**src/rtl/key_beep_pkg.sv**
```systemverilog
// Shared types and defaults for the key/beep controller.
// Key grant helper picks the lowest pressing index.
package key_beep_pkg;

  localparam int NUM_KEYS = 4;

  localparam int unsigned DEF_CYC_PER_MS    = 50000;
  localparam int unsigned DEF_LONG_MS       = 1000;
  localparam int unsigned DEF_SHORT_BEEP_MS = 100;
  localparam int unsigned DEF_LONG_BEEP_MS  = 500;

  typedef enum logic [1:0] {
    IDLE,
    HOLD,
    BEEP,
    WAIT_REL
  } state_t;

  function automatic logic [1:0] low_idx(
    input logic [NUM_KEYS-1:0] v
  );
    low_idx = '0;
    for (int i = NUM_KEYS - 1; i >= 0; i--) begin
      if (v[i]) low_idx = i[1:0];
    end
  endfunction

endpackage

```
**src/rtl/ms_tick_gen.sv**
```systemverilog
// Millisecond prescaler: one-cycle tick every CYC_PER_MS clocks,
// restartable from zero with a synchronous clear.
module ms_tick_gen #(
  parameter int unsigned CYC_PER_MS = 50000
) (
  input  logic sys_clk,
  input  logic sys_rst,
  input  logic clr,
  output logic tick
);

  localparam int unsigned CW = $clog2(CYC_PER_MS) + 1;
  localparam logic [CW-1:0] LAST = CW'(CYC_PER_MS - 1);

  logic [CW-1:0] cnt;

  assign tick = (cnt == LAST);

  always_ff @(posedge sys_clk) begin
    if (sys_rst || clr) begin
      cnt <= '0;
    end else if (tick) begin
      cnt <= '0;
    end else begin
      cnt <= cnt + CW'(1);
    end
  end

endmodule

```
**src/rtl/key_beep_ctrl.sv**
```systemverilog
// Key press classifier (short/long) driving a buzzer beep
// whose length depends on the press type.
import key_beep_pkg::*;

module key_beep_ctrl #(
  parameter int unsigned CYC_PER_MS    = DEF_CYC_PER_MS,
  parameter int unsigned LONG_MS       = DEF_LONG_MS,
  parameter int unsigned SHORT_BEEP_MS = DEF_SHORT_BEEP_MS,
  parameter int unsigned LONG_BEEP_MS  = DEF_LONG_BEEP_MS
) (
  input  logic                sys_clk,
  input  logic                sys_rst,
  input  logic [NUM_KEYS-1:0] key_flag,
  input  logic [NUM_KEYS-1:0] key_value,
  output logic                beep,
  output logic                evt_valid,
  output logic [1:0]          evt_id,
  output logic                evt_long,
  output logic                busy
);

  localparam int unsigned MS_A =
    (LONG_MS > SHORT_BEEP_MS) ? LONG_MS : SHORT_BEEP_MS;
  localparam int unsigned MS_MAX =
    (MS_A > LONG_BEEP_MS) ? MS_A : LONG_BEEP_MS;
  localparam int unsigned MW = $clog2(MS_MAX) + 1;

  localparam logic [MW-1:0] LONG_LAST = MW'(LONG_MS - 1);
  localparam logic [MW-1:0] SB_LAST   = MW'(SHORT_BEEP_MS - 1);
  localparam logic [MW-1:0] LB_LAST   = MW'(LONG_BEEP_MS - 1);
  localparam logic [MW-1:0] MS_SAT    = MW'(MS_MAX);

  state_t              state;
  state_t              next_state;
  logic [1:0]          gnt_id;
  logic                rel_pending;
  logic [MW-1:0]       ms_cnt;
  logic                tick;
  logic                st_chg;
  logic [NUM_KEYS-1:0] press;
  logic [NUM_KEYS-1:0] rel;
  logic                gnt_rel;
  logic                long_hit;
  logic                beep_done;
  logic                fire;
  logic                fire_long;

  ms_tick_gen #(
    .CYC_PER_MS(CYC_PER_MS)
  ) u_tick (
    .sys_clk(sys_clk),
    .sys_rst(sys_rst),
    .clr    (st_chg),
    .tick   (tick)
  );

  assign busy = (state != IDLE);

  always_comb begin
    press      = key_flag & ~key_value;
    rel        = key_flag & key_value;
    gnt_rel    = rel[gnt_id];
    long_hit   = tick && (ms_cnt == LONG_LAST);
    beep_done  = tick &&
                 (ms_cnt == (evt_long ? LB_LAST : SB_LAST));
    next_state = state;
    fire       = 1'b0;
    fire_long  = 1'b0;
    unique case (state)
      IDLE: begin
        if (|press) next_state = HOLD;
      end
      HOLD: begin
        // release beats the long threshold in the same cycle
        if (gnt_rel) begin
          next_state = BEEP;
          fire       = 1'b1;
        end else if (long_hit) begin
          next_state = BEEP;
          fire       = 1'b1;
          fire_long  = 1'b1;
        end
      end
      BEEP: begin
        if (beep_done) begin
          next_state = (rel_pending && !gnt_rel) ? WAIT_REL : IDLE;
        end
      end
      WAIT_REL: begin
        if (gnt_rel) next_state = IDLE;
      end
      default: next_state = IDLE;
    endcase
    st_chg = (next_state != state);
  end

  always_ff @(posedge sys_clk) begin
    if (sys_rst) begin
      state       <= IDLE;
      beep        <= 1'b0;
      evt_valid   <= 1'b0;
      evt_id      <= '0;
      evt_long    <= 1'b0;
      gnt_id      <= '0;
      rel_pending <= 1'b0;
      ms_cnt      <= '0;
    end else begin
      state     <= next_state;
      beep      <= (next_state == BEEP);
      evt_valid <= fire;
      if (fire) begin
        evt_id   <= gnt_id;
        evt_long <= fire_long;
      end
      if (state == IDLE && |press) begin
        gnt_id <= low_idx(press);
      end
      if (fire) begin
        rel_pending <= fire_long;
      end else if (state != IDLE && gnt_rel) begin
        rel_pending <= 1'b0;
      end
      if (st_chg) begin
        ms_cnt <= '0;
      end else if (tick && ms_cnt != MS_SAT) begin
        ms_cnt <= ms_cnt + MW'(1);
      end
    end
  end

endmodule

```
**config.mk**
```make
export PLATFORM = sky130hd
export DESIGN_NAME = key_beep_ctrl
export DESIGN_NICKNAME = d
export VERILOG_FILES = /design/src/rtl/key_beep_pkg.sv /design/src/rtl/ms_tick_gen.sv /design/src/rtl/key_beep_ctrl.sv
export SDC_FILE = /design/constraint.sdc
export NUM_CORES = 1
export LEC_CHECK = 0
export BUFFER_PORTS_ARGS = -buffer_cell sky130_fd_sc_hd__buf_4
export CAP_MARGIN = 10
export CELL_PAD_IN_SITES_DETAIL_PLACEMENT = 0
export CELL_PAD_IN_SITES_GLOBAL_PLACEMENT = 1
export CORE_MARGIN = 2
export CORE_UTILIZATION = 44
export DETAILED_ROUTE_END_ITERATION = 16
export PLACE_DENSITY_LB_ADDON = 0.1
export SLEW_MARGIN = 15
export SYNTH_ARGS = -nofsm -noshare
export SYNTH_HDL_FRONTEND = slang
export SYNTH_HIERARCHICAL = 1
export SYNTH_SLANG_ARGS = --single-unit
```
**constraint.sdc**
```tcl
create_clock -name sys_clk -period 3.5 [get_ports sys_clk]
set_input_delay 0.7 -clock sys_clk [delete_from_list [all_inputs] [get_ports sys_clk]]
set_output_delay 0.7 -clock sys_clk [all_outputs]
set_load 0.02 [all_outputs]
```
Word-level counts from Yosys, hierarchy flattened
Cells that the tools add are included.

Eq/ne operators: 9. Reductions and logical operators: 14. Order comparisons: 1. Multiplexer cells: 21. Bitwise operators: 3. Add/sub/neg operators: 2.

Operators by type and width (number): 2-bit two-way mux (10); 17-bit by 1-bit adder with 17-bit output, second input constant (1); 17-bit by 16-bit equality test with 1-bit output, second input constant (1); 11-bit by 1-bit adder with 11-bit output, second input constant (1); 11-bit by 10-bit equality test with 1-bit output, second input constant (1); 11-bit by 9-bit equality test with 1-bit output (1); 11-bit by 10-bit inequality test with 1-bit output, second input constant (1); 9-bit two-way mux (1); 4-bit AND (2); 1-bit two-way mux (8); 2-bit one-hot mux with 4 select lines (1); 2-bit equality test, second input constant (3); 1-bit logical AND (6); 4-bit inverter (1); 2-bit nonzero test (2); 2-bit OR reduction (2); 4-bit OR reduction (1); 2-bit by 3-bit less-than comparator with 1-bit output, second input constant (1); 1-bit binary-select mux with 2-bit select (1); 2-bit by 1-bit equality test with 1-bit output, second input constant (1); 2-bit zero test (1); 2-bit inequality test (1); 1-bit zero test (1); 1-bit logical OR (1).

Output and inout port bits: 6. Bits of input ports: 10. Bits in registers: 38.

Longest topological paths before layout
Gate-level depths: netlist (run 1).

Depth in word-level cells: 11. Mapped depth: 12. Mapped depth without buffers: 11.

By module
The synthesis (run 1) kept the hierarchy.

By module, submodules not included: key_beep_ctrl (area an instance 1074.8 um^2, times used 1, sequential area each 420.4 um^2, cells each 123); ms_tick_gen (area an instance 769.5 um^2, times used 1, sequential area each 340.3 um^2, cells each 86).

Least setup slack after synthesis (run 1)
OpenSTA, ideal clock, no wires.

Path type: reg-to-reg. Start point: register u_tick.cnt[0]. End point: register u_tick.cnt[4]. Cell stages (with the launch flop): 13. Period minus slack after synthesis: 2.812 ns. Buffers on the path: 1. Library setup time: 0.115 ns. Setup slack: 0.688 ns. Data arrival time: 2.697 ns. Path through: dfxtp_1 > ha_1 > nand3_2 > or3_4 > nor3_1 > and4bb_2 > nand4_1 > o211ai_1 > and2_2 > nor2_1 > o31ai_4 > buf_6 > nor2_1.

Word-level cells in the longest chain between the ends: 8. Elaborated cells between the ends (all ways): 11. Those cells by class: add/sub (1); eq/ne (2); mux (4); reduce/logical (4).

Ends and longest elaborated chain: from (decl) (RTL line ms_tick_gen.sv:15) `logic [CW-1:0] cnt;`; from (signal assigned) (RTL line ms_tick_gen.sv:25) `cnt <= cnt + CW'(1);`; 17-bit by 16-bit equality test with 1-bit output (*) (RTL line ms_tick_gen.sv:17) `assign tick = (cnt == LAST);`; net tick (RTL line key_beep_ctrl.sv:38) `logic tick;`; 1-bit logical AND (RTL line key_beep_ctrl.sv:63) `long_hit = tick && (ms_cnt == LONG_LAST);`; 2-bit two-way mux (RTL line key_beep_ctrl.sv:78) `end else if (long_hit) begin`; 2-bit two-way mux (RTL line key_beep_ctrl.sv:75) `if (gnt_rel) begin`; 2-bit one-hot mux with 4 select lines (*) (RTL line key_beep_ctrl.sv:69) `unique case (state)`; 2-bit inequality test (*) (RTL line key_beep_ctrl.sv:94) `st_chg = (next_state != state);`; net st_chg (RTL line key_beep_ctrl.sv:39) `logic st_chg;`; 1-bit logical OR (*) (RTL line ms_tick_gen.sv:20) `if (sys_rst || clr) begin`; 2-bit OR reduction (no line) (*).

The timed path passes the listed nets; every way through them passes the cells marked *. A chain may end at the register's enable or synchronous reset.

Worst setup path in the final report (run 1)
Start point: register u_tick.cnt[0]. End point: register u_tick.cnt[2].

Same word-level chain as after synthesis.

==> results of run 1 <==
worst min path at each step:
stage	slack (ns)	start	end	depth (start not counted)
4_1_cts	0.47	u_tick/cnt[0]	u_tick/cnt[0]	1
6_report	0.46	u_tick/cnt[0]	u_tick/cnt[0]	1
3_3_place_gp	0.44	u_tick/cnt[0]	u_tick/cnt[0]	1
2_1_floorplan	0.43	u_tick/cnt[0]	u_tick/cnt[0]	1
5_1_grt	0.50	u_tick/cnt[0]	u_tick/cnt[0]	1
3_5_place_dp	0.45	u_tick/cnt[0]	u_tick/cnt[0]	1
critical path: stages (launching register included):
cell      delay [ns]
dfxtp_1         0.37
ha_1            0.21
nand3_2         0.17
or3_4           0.46
nor3_1          0.20
buf_4           0.16
and4bb_2        0.24
nand4_1         0.15
o211ai_1        0.27
and2_2          0.19
nor2_1          0.07
o31ai_4         0.17
nor2_1          0.12
logic make-up after synthesis:
kind of cell / Yosys count
xor gates and xnor gates: 23
and+or+nand+nor: 109
DFF: 38
buffers and inverters: 13
adders and majority gates: 3
AOI/OAI and AO/OA: 19
muxes: 4
power groups by stage:
stage / Combinational (uW) / Sequential, uW / Clock (uW)
detailed placement: 88.8 / 463 / 0
floorplan: 67.3 / 462 / 0
global placement: 87.6 / 462 / 0
CTS: 89.1 / 453 / 291
finish: 87.7 / 453 / 278
global route: 98.1 / 454 / 307
registers in the layout (all words and copies together), names as in the netlist:
name         count
evt_id           2
gnt_id           2
u_tick/cnt      17
beep             1
rel_pending      1
ms_cnt          11
evt_long         1
state            2
evt_valid        1
placed cells by master, fill, tap and decap left out, types with 2 or more instances in the layout:
cell | netlist | routed
a21oi_1 | 5 | 5
nand4b_1 | 2 | 2
o21ai_0 | 3 | 3
and2_1 | 2 | 2
inv_1 | 10 | 10
nor2_1 | 39 | 39
mux2i_1 | 4 | 4
nor2_2 | 3 | 3
clkinv_2 | 0 | 2
xor2_1 | 7 | 7
nand2b_1 | 6 | 6
buf_4 | 0 | 16
nor2b_1 | 3 | 3
nor4_1 | 6 | 6
ha_1 | 3 | 3
nand3_1 | 6 | 6
nand2_1 | 11 | 11
nor3_1 | 7 | 7
xnor2_1 | 16 | 16
nand4_1 | 11 | 11
clkbuf_8 | 0 | 5
dfxtp_1 | 38 | 38
final cells by class:
| type | instances | area (um2) | share of cell area (%) |
|---|---|---|---|
| Clock inverter | 2 | 10.0 | 0.481 |
| Multi-Input combinational cell | 158 | 1020 | 49.0 |
| Timing Repair Buffer | 16 | 120 | 5.78 |
| Inverter | 10 | 37.5 | 1.81 |
| Tap cell | 50 | 62.6 | 3.01 |
| Sequential cell | 38 | 761 | 36.6 |
| Clock buffer | 5 | 68.8 | 3.31 |
through the flow:
stage                     utilization (%)  hold slack, ns
after floorplan                         -           0.429
after global placement               49.7           0.443
after detailed placement             49.7           0.451
after CTS                            51.6           0.469
after global routing                 51.6           0.496
final                                51.6           0.463
metal layers:
metal	wire [um]	share of wire [%]	global-route usage [%]	vias to the layer above
met4	48	1.4	6.62	0
met5	0	0	0	-
met2	1670	47	27.9	28
met3	146	4.1	5.03	6
li1	-	-	-	767
met1	1660	47	20.0	690
==> impl_metrics.ini, run 1 <==
[place]
post-place-cells = 272
post-place-ws_ns = 0.563
place.gp.congestion = 0.865
dp_hpwl_mm = 2.62
dpl_cell_area_um2 = 2000
io_buffers = 15

[run_status]
status = completed

[floorplanning]
core-area_um2 = 4030
die_h_um = 68.7
die_width_um = 68.7
rows = 23
initial_core_util_pct = 45.8
ios = 16
die_area_um2 = 4730

[clock_tree]
clk_latency_ns = 0.28
cts.clk_slew.worst_paths_ns = 0.07
holdBufCountCts = 0
cts_tree = yes
clock-root-buffer = clkbuf_8
cts_resized = 0
cts_num_sinks = 38
cts_max_level = 2
cts_inserted_buffers = 5
post_cts_buffers = 0
cts_buffer_depth = 2

[synthesis]
synth.mux.area_fraction_pct = 2.17
avgSynthCellArea_um2 = 8.82
synth-seq-cells = 38
synth_top_area_share_pct = 41.2
ys_top_cells_by_count = nor2_1, dfxtp_1, xnor2_1
synth_nets = 222
yosys_warnings = 6
synthAdderAreaFrac_pct = 2.04
synth_top_area_cell = dfxtp_1
synth_xor_area_share_pct = 10.9
synth_top_family_by_area = simple AND/OR/NAND/NOR gates
synth_seq_area_share_pct = 41.2
synth.most_common_cell = nor2_1
yosys_most_used_dff = dfxtp_1
async_flop_share_pct = 0
synth-simple-area-share_pct = 32.0
synth_compound_area_share_pct = 8.14
syn_inst = 209
synth_edf_count = 0
synth.area.top_cells = dfxtp_1, nor2_1, xnor2_1
syn-cell-area_um2 = 1840
synth.distinct_cells = 45

[global_route]
grt_max_degree = 18
track_usage_pct = 16.7
antenna_found_initial = 0
grt_overflow_total = 0
grt_pass1_vias = 1358
grt_pass1_wl_mm = 5.84

[power_and_ir_drop]
leakagePower_uw = 0.000718
ir_drop_mv = 0.205
pwr-share-seq_pct = 55.3
p_per_area_nw_per_um2 = 394
p_comb_share_pct = 10.7
switchingPower_uw = 207
power_uw = 819
intPower_uw = 612
p_clk_share_pct = 34.0
switching_share_pct = 25.3

[timing]
setup_viol = 0
skew_ns = 0.00589
tightest_slew_ns = 0.674
rsz0062_at_grt = false
min_period_over_period_pct = 83.6
tns_ns = 0
finalCriticalPeriod_ns = 2.93
finalHoldViolCount = 0
fin_ws_ns = 0.573
maxSlewHeadroom_pct = 55.1
final_max_slew_viol_count = 0
clock.fmax_mhz = 342

[critical_path]
worst_setup_path_end_kind = flip-flop
r2r-end = u_tick/cnt[2]
reg2reg_slack_ns = 0.57
crit_path_end = u_tick/cnt[2]
critical_path_class = reg -> reg
worstReg2RegStart = u_tick/cnt[0]
rr_worst_depth = 12
crit_start = u_tick/cnt[0]
critPathLaunchType = flip-flop
worstPathMaxFanout = 17
required_ns = 3.64
arrival_ns = 3.07

[detailed_routing]
drc = 0
wl_per_cell_um = 12.6
viasPerCell = 5.34
dr.pass1.iters = 4
drt_wl_total_mm = 3.52
ant_nets = 0
via_count = 1491
drt_iter0_markers = 71

[finish]
drive_gt1_share_pct = 15.7
final_cells = 279
diodes = 0
syn_to_final_growth_pct = 12.8
num-fill-cells = 394
fin_nets = 242
stdcell_area_um2 = 2080

[job]
maxCapViolCount = 0

[min_path]
hold_path.class = reg -> reg
(Power assumes the default switching activity.)
==> run 2: changes to the inputs <==
Clock period 3.5 ns to 2.8 ns, I/O delays scaled along.
==> impl_metrics.ini, run 2 (same netlist as run 1, synthesis figures left out) <==
[place]
io_buffers = 15
place.gp.congestion = 0.843
dp_hpwl_mm = 2.70

[power_and_ir_drop]
leakagePower_uw = 0.000745
ir_drop_mv = 0.305
p_per_area_nw_per_um2 = 477
power_uw = 1040

[global_route]
grt_max_degree = 18
track_usage_pct = 17.1
grt_pass1_wl_mm = 6.06
grt_overflow_total = 0
grt_pass1_vias = 1393
antenna_found_initial = 0

[timing]
min_period_over_period_pct = 93.4
clock.fmax_mhz = 382
tns_ns = 0
finalHoldViolCount = 0
setup_viol = 0
tightest_slew_ns = 0.481
maxSlewHeadroom_pct = 67.5
skew_ns = 0.00545
rsz0062_at_grt = false
finalCriticalPeriod_ns = 2.61
final_max_slew_viol_count = 0

[finish]
mostFrequentLayoutCells = nor2_1, dfxtp_1, buf_4, xnor2_1
top_register = u_tick/cnt
largest_reg_flops = 17
fin_nets = 249
syn_to_final_growth_pct = 18.5
drive_gt1_share_pct = 18.6
largestRegisters = u_tick/cnt: 17 flops, ms_cnt: 11 flops
diodes = 0

[run_status]
status = completed

[detailed_routing]
drt_wl_total_mm = 3.85
drc = 0
dr.pass1.iters = 5
ant_nets = 0
drt_iter0_markers = 95
via_count = 1563
viasPerCell = 5.47
wl_per_cell_um = 13.5

[critical_path]
required_ns = 2.95
crit_start = u_tick/cnt[0]
critical_path_buf_inv_count = 0
worstReg2RegStart = u_tick/cnt[0]
crit_path_end = u_tick/cnt[10]
rr_worst_depth = 11
arrival_ns = 2.76
cpPeakStageDelay_ns = 0.39
cp.depth = 11
crit_chain = ha_2 > nand3_2 > or3_4 > nor3_4 > and4bb_2 > nand4_1 > o211ai_1 > and2_2 > nor2_2 > o31ai_4 > nor2_1
critical_path.slowest_cell = or3_4
cpLargestDelayFamily = simple AND/OR/NAND/NOR gates
reg2reg_slack_ns = 0.19
r2r-end = u_tick/cnt[10]
critical_path_class = reg -> reg
worstPathMaxFanout = 8
critPathLaunchType = flip-flop
worst_setup_path_end_kind = flip-flop

[floorplanning]
die_width_um = 68.7
die_area_um2 = 4730
die_h_um = 68.7
rows = 23
core-area_um2 = 4030
initial_core_util_pct = 45.8
ios = 16

[clock_tree]
cts.clk_slew.worst_paths_ns = 0.06
cts_buffer_depth = 2
cts_num_sinks = 38
cts_max_level = 2
clock-root-buffer = clkbuf_8
cts_tree = yes
cts_inserted_buffers = 5
clk_latency_ns = 0.28

[job]
maxCapViolCount = 0

[min_path]
hold_path.class = reg -> reg
## run 2: cell types whose count changed in the layout (fill, tap and decap cells not counted)
cell	before	now
buf_4	16	20
clkbuf_1	0	2
clkinv_2	2	0
o31ai_4	1	3
buf_12	0	1
ha_1	3	2
ha_2	0	1
nor2_1	39	38
nor2_2	3	4
nor3_1	7	6
nor3_4	0	1
## run 2: metrics by stage
stage / setup WS, ns / util [%] / cells / cell area [um2] / hold WS (ns)
4_1_cts: 0.0685 / 52.4 / 281 / 2110 / 0.464
6_report: 0.186 / 54.3 / 286 / 2190 / 0.462
3_5_place_dp: 0.0927 / 50.5 / 274 / 2030 / 0.449
3_3_place_gp: 0.201 / 50.5 / 274 / 2030 / 0.445
2_1_floorplan: 0.111 / - / 209 / 1850 / 0.429
5_1_grt: 0.0112 / 54.3 / 286 / 2190 / 0.497
## run 2: area by class of cell
| class | instances | area [um2] |
|---|---|---|
| fill | 377 | 1840 |
| timing repair buffer | 21 | 170 |
| inverter | 10 | 37.5 |
| clock buffer | 7 | 76.3 |
| tap | 50 | 62.6 |
| sequential | 38 | 761 |
| multi-input combinational | 160 | 1080 |
## run 2: routing by layer
metal	global-route usage (%)	part of all wire [%]	routed length (um)
met5	0	0	0
met4	5.39	1.1	43
met3	5.03	4.2	163
met2	28.7	49	1880
met1	21.0	46	1760
## run 2: worst reg2reg max path: stages, from the launching register on
cell	delay, ns
dfxtp_1	0.37
ha_2	0.22
nand3_2	0.08
or3_4	0.39
nor3_4	0.21
and4bb_2	0.27
nand4_1	0.16
o211ai_1	0.29
and2_2	0.20
nor2_2	0.08
o31ai_4	0.13
nor2_1	0.10
## run 2: power by group
part | leakage (uW) | internal, uW | switching, uW
registers | 0.000307 | 553 | 13.7
logic | 0.000400 | 59.4 | 74.6
clock network | 0.0000383 | 171 | 171
## run 2: repair_timing
item                                    4_1_cts  5_1_grt
endpoints found under the setup margin        0       17
endpoints found under the hold margin         0        0
buffers inserted                              0        3
gates resized for setup                       0        5
hold buffers                                  0        0
## run 2: worst min-delay path by stage
stage	startpoint	slack [ns]	cells past startpoint	end
floorplan	u_tick/cnt[0]	0.43	1	u_tick/cnt[0]
global placement	u_tick/cnt[0]	0.45	1	u_tick/cnt[0]
detailed placement	u_tick/cnt[0]	0.45	1	u_tick/cnt[0]
CTS	u_tick/cnt[0]	0.46	1	u_tick/cnt[0]
global route	u_tick/cnt[0]	0.50	1	u_tick/cnt[0]
finish	u_tick/cnt[0]	0.46	1	u_tick/cnt[0]
==> run 3: changes to the inputs <==
Settings changed: SYNTH_HIERARCHICAL 1 to default.
==> impl_metrics.ini, run 3 <==
[floorplanning]
core-area_um2 = 4030
die_area_um2 = 4780
die_h_um = 69.1
initial_core_util_pct = 46.3
die_width_um = 69.1
rows = 23
ios = 16

[job]
maxCapViolCount = 0

[place]
io_buffers = 15
post-place-ws_ns = 0.431
dpl_cell_area_um2 = 2010
place.gp.congestion = 0.782
dp_hpwl_mm = 2.78

[global_route]
grt_overflow_total = 0
antenna_found_initial = 0
grt_max_degree = 29
grt_pass1_vias = 1540
grt_pass1_wl_mm = 6.56
track_usage_pct = 16.5

[finish]
largestRegisters = u_tick.cnt: 17 flops, ms_cnt: 11 flops
largest_reg_flops = 17
stdcell_area_um2 = 2100
diodes = 0
post-route-util_pct = 52.0
seqCellArea_um2 = 761
multi_input_area_um2 = 1040
fin_nets = 249
num-fill-cells = 384
drive_gt1_share_pct = 12.8
mostFrequentLayoutCell = dfxtp_1
syn_to_final_growth_pct = 12.3
mostFrequentLayoutCells = dfxtp_1, nor2_1, nand2_1, buf_4, xor2_1
top_register = u_tick.cnt

[detailed_routing]
drt_wl_total_mm = 3.77
viasPerCell = 5.42
ant_nets = 0
drt_iter0_markers = 50
wl_per_cell_um = 13.2
drc = 0
via_count = 1546
dr.pass1.iters = 4

[critical_path]
critical_path.slowest_cell = or4b_4
crit_start = u_tick.cnt[7]
critical_path_class = reg -> reg
critPathLaunchType = flip-flop
required_ns = 2.96
worst_setup_path_end_kind = flip-flop
crit_chain = or4b_4 > nor4_4 > nand2_1 > o31ai_1 > a221o_1 > buf_4 > nor3_1
arrival_ns = 2.54
worstReg2RegStart = u_tick.cnt[7]
cpPeakStageDelay_ns = 0.56
worstPathMaxFanout = 28

[synthesis]
synth.distinct_cells = 39
avgSynthCellArea_um2 = 8.56
yosys_warnings = 0
synth_edf_count = 0
syn_inst = 218
syn-cell-area_um2 = 1870
synth_nets = 231
synth_top_area_share_pct = 40.8
yosys_most_used_dff = dfxtp_1
synth_seq_area_share_pct = 40.8
synth_top_area_cell = dfxtp_1
synth.most_common_cell = dfxtp_1
synth.area.top_cells = dfxtp_1, nor2_1, xor2_1
async_flop_share_pct = 0
ys_top_cells_by_count = dfxtp_1, nor2_1, nand2_1
synth-seq-cells = 38

[timing]
tightest_slew_ns = 0.479
finalHoldViolCount = 0
clock.fmax_mhz = 421
final_max_slew_viol_count = 0
tns_ns = 0
fin_ws_ns = 0.424
setup_viol = 0
rsz0062_at_grt = false
maxSlewHeadroom_pct = 68.0
skew_ns = 0.00479
min_period_over_period_pct = 84.9
finalCriticalPeriod_ns = 2.38

[min_path]
min_from = u_tick.cnt[0]
hold_path.class = reg -> reg

[clock_tree]
cts_inserted_buffers = 5
cts_tree = yes
cts_max_level = 2
holdBufCountCts = 0
cts_num_sinks = 38
clk_latency_ns = 0.28
cts_buffer_depth = 2
post_cts_buffers = 0
cts_resized = 0
clock-root-buffer = clkbuf_8
cts.clk_slew.worst_paths_ns = 0.06

[run_status]
status = completed

[power_and_ir_drop]
ir_drop_mv = 0.361
p_per_area_nw_per_um2 = 502
leakagePower_uw = 0.000777
## run 3: layout make-up
type                            instances  area share (%)
Clock buffer                            6            3.94
Tap cell                               50            2.99
Sequential cell                        38            36.3
Inverter                                6            1.07
Timing Repair Buffer                   17            6.09
Multi-Input combinational cell        168            49.6
## run 3: kinds of logic (layout without fill, tap and decap cells)
kind of cell    count (synthesis)  count (layout)  share of synthesized area (%)
simple gates                  119             119                           33.6
flops                          38              38                           40.8
xor+xnor                       24              24                           11.3
compound gates                 19              19                           6.57
buf+inv                        12              29                           3.49
fa+ha+maj                       3               3                           2.01
mux                             3               3                           2.28
## run 3: where the power goes
part           internal, uW  switching (uW)
registers               554            14.4
logic                  50.9            74.5
clock network           190             169
## run 3: worst paths after layout
check | cells past startpoint | end | slack (ns)
hold / removal | 1 | u_tick.cnt[0] | 0.49
hold reg to reg | 1 | u_tick.cnt[0] | 0.49
setup reg to reg | 7 | u_tick.cnt[9] | 0.42
setup / recovery | 7 | u_tick.cnt[9] | 0.42
## run 3: metal layers
| layer | GRT usage (%) | share of wire (%) | up-vias | routed length (um) |
|---|---|---|---|---|
| met5 | 0 | 0 | - | 0 |
| met4 | 5.88 | 1.3 | 0 | 50 |
| met3 | 3.51 | 2.9 | 5 | 111 |
| met2 | 29.1 | 48 | 20 | 1820 |
| met1 | 19.8 | 47 | 730 | 1780 |
| li1 | - | - | 791 | - |
## run 3: stage by stage
| step | total power (uW) | hold WS (ns) | instances |
|---|---|---|---|
| floorplan | 672 | 0.446 | 218 |
| detailed placement | 705 | 0.481 | 279 |
| global route | 1100 | 0.534 | 285 |
| finish | 1050 | 0.488 | 285 |
| CTS | 1070 | 0.492 | 285 |
| global placement | 702 | 0.459 | 279 |
## run 3: critical path, delay by kind of cell (launching register included)
family / cells / cell delay [ns]
AO/OA/AOI/OAI: 2 / 0.51
buffers and inverters: 1 / 0.29
flip-flops: 1 / 0.35
AND/OR/NAND/NOR: 4 / 1.09
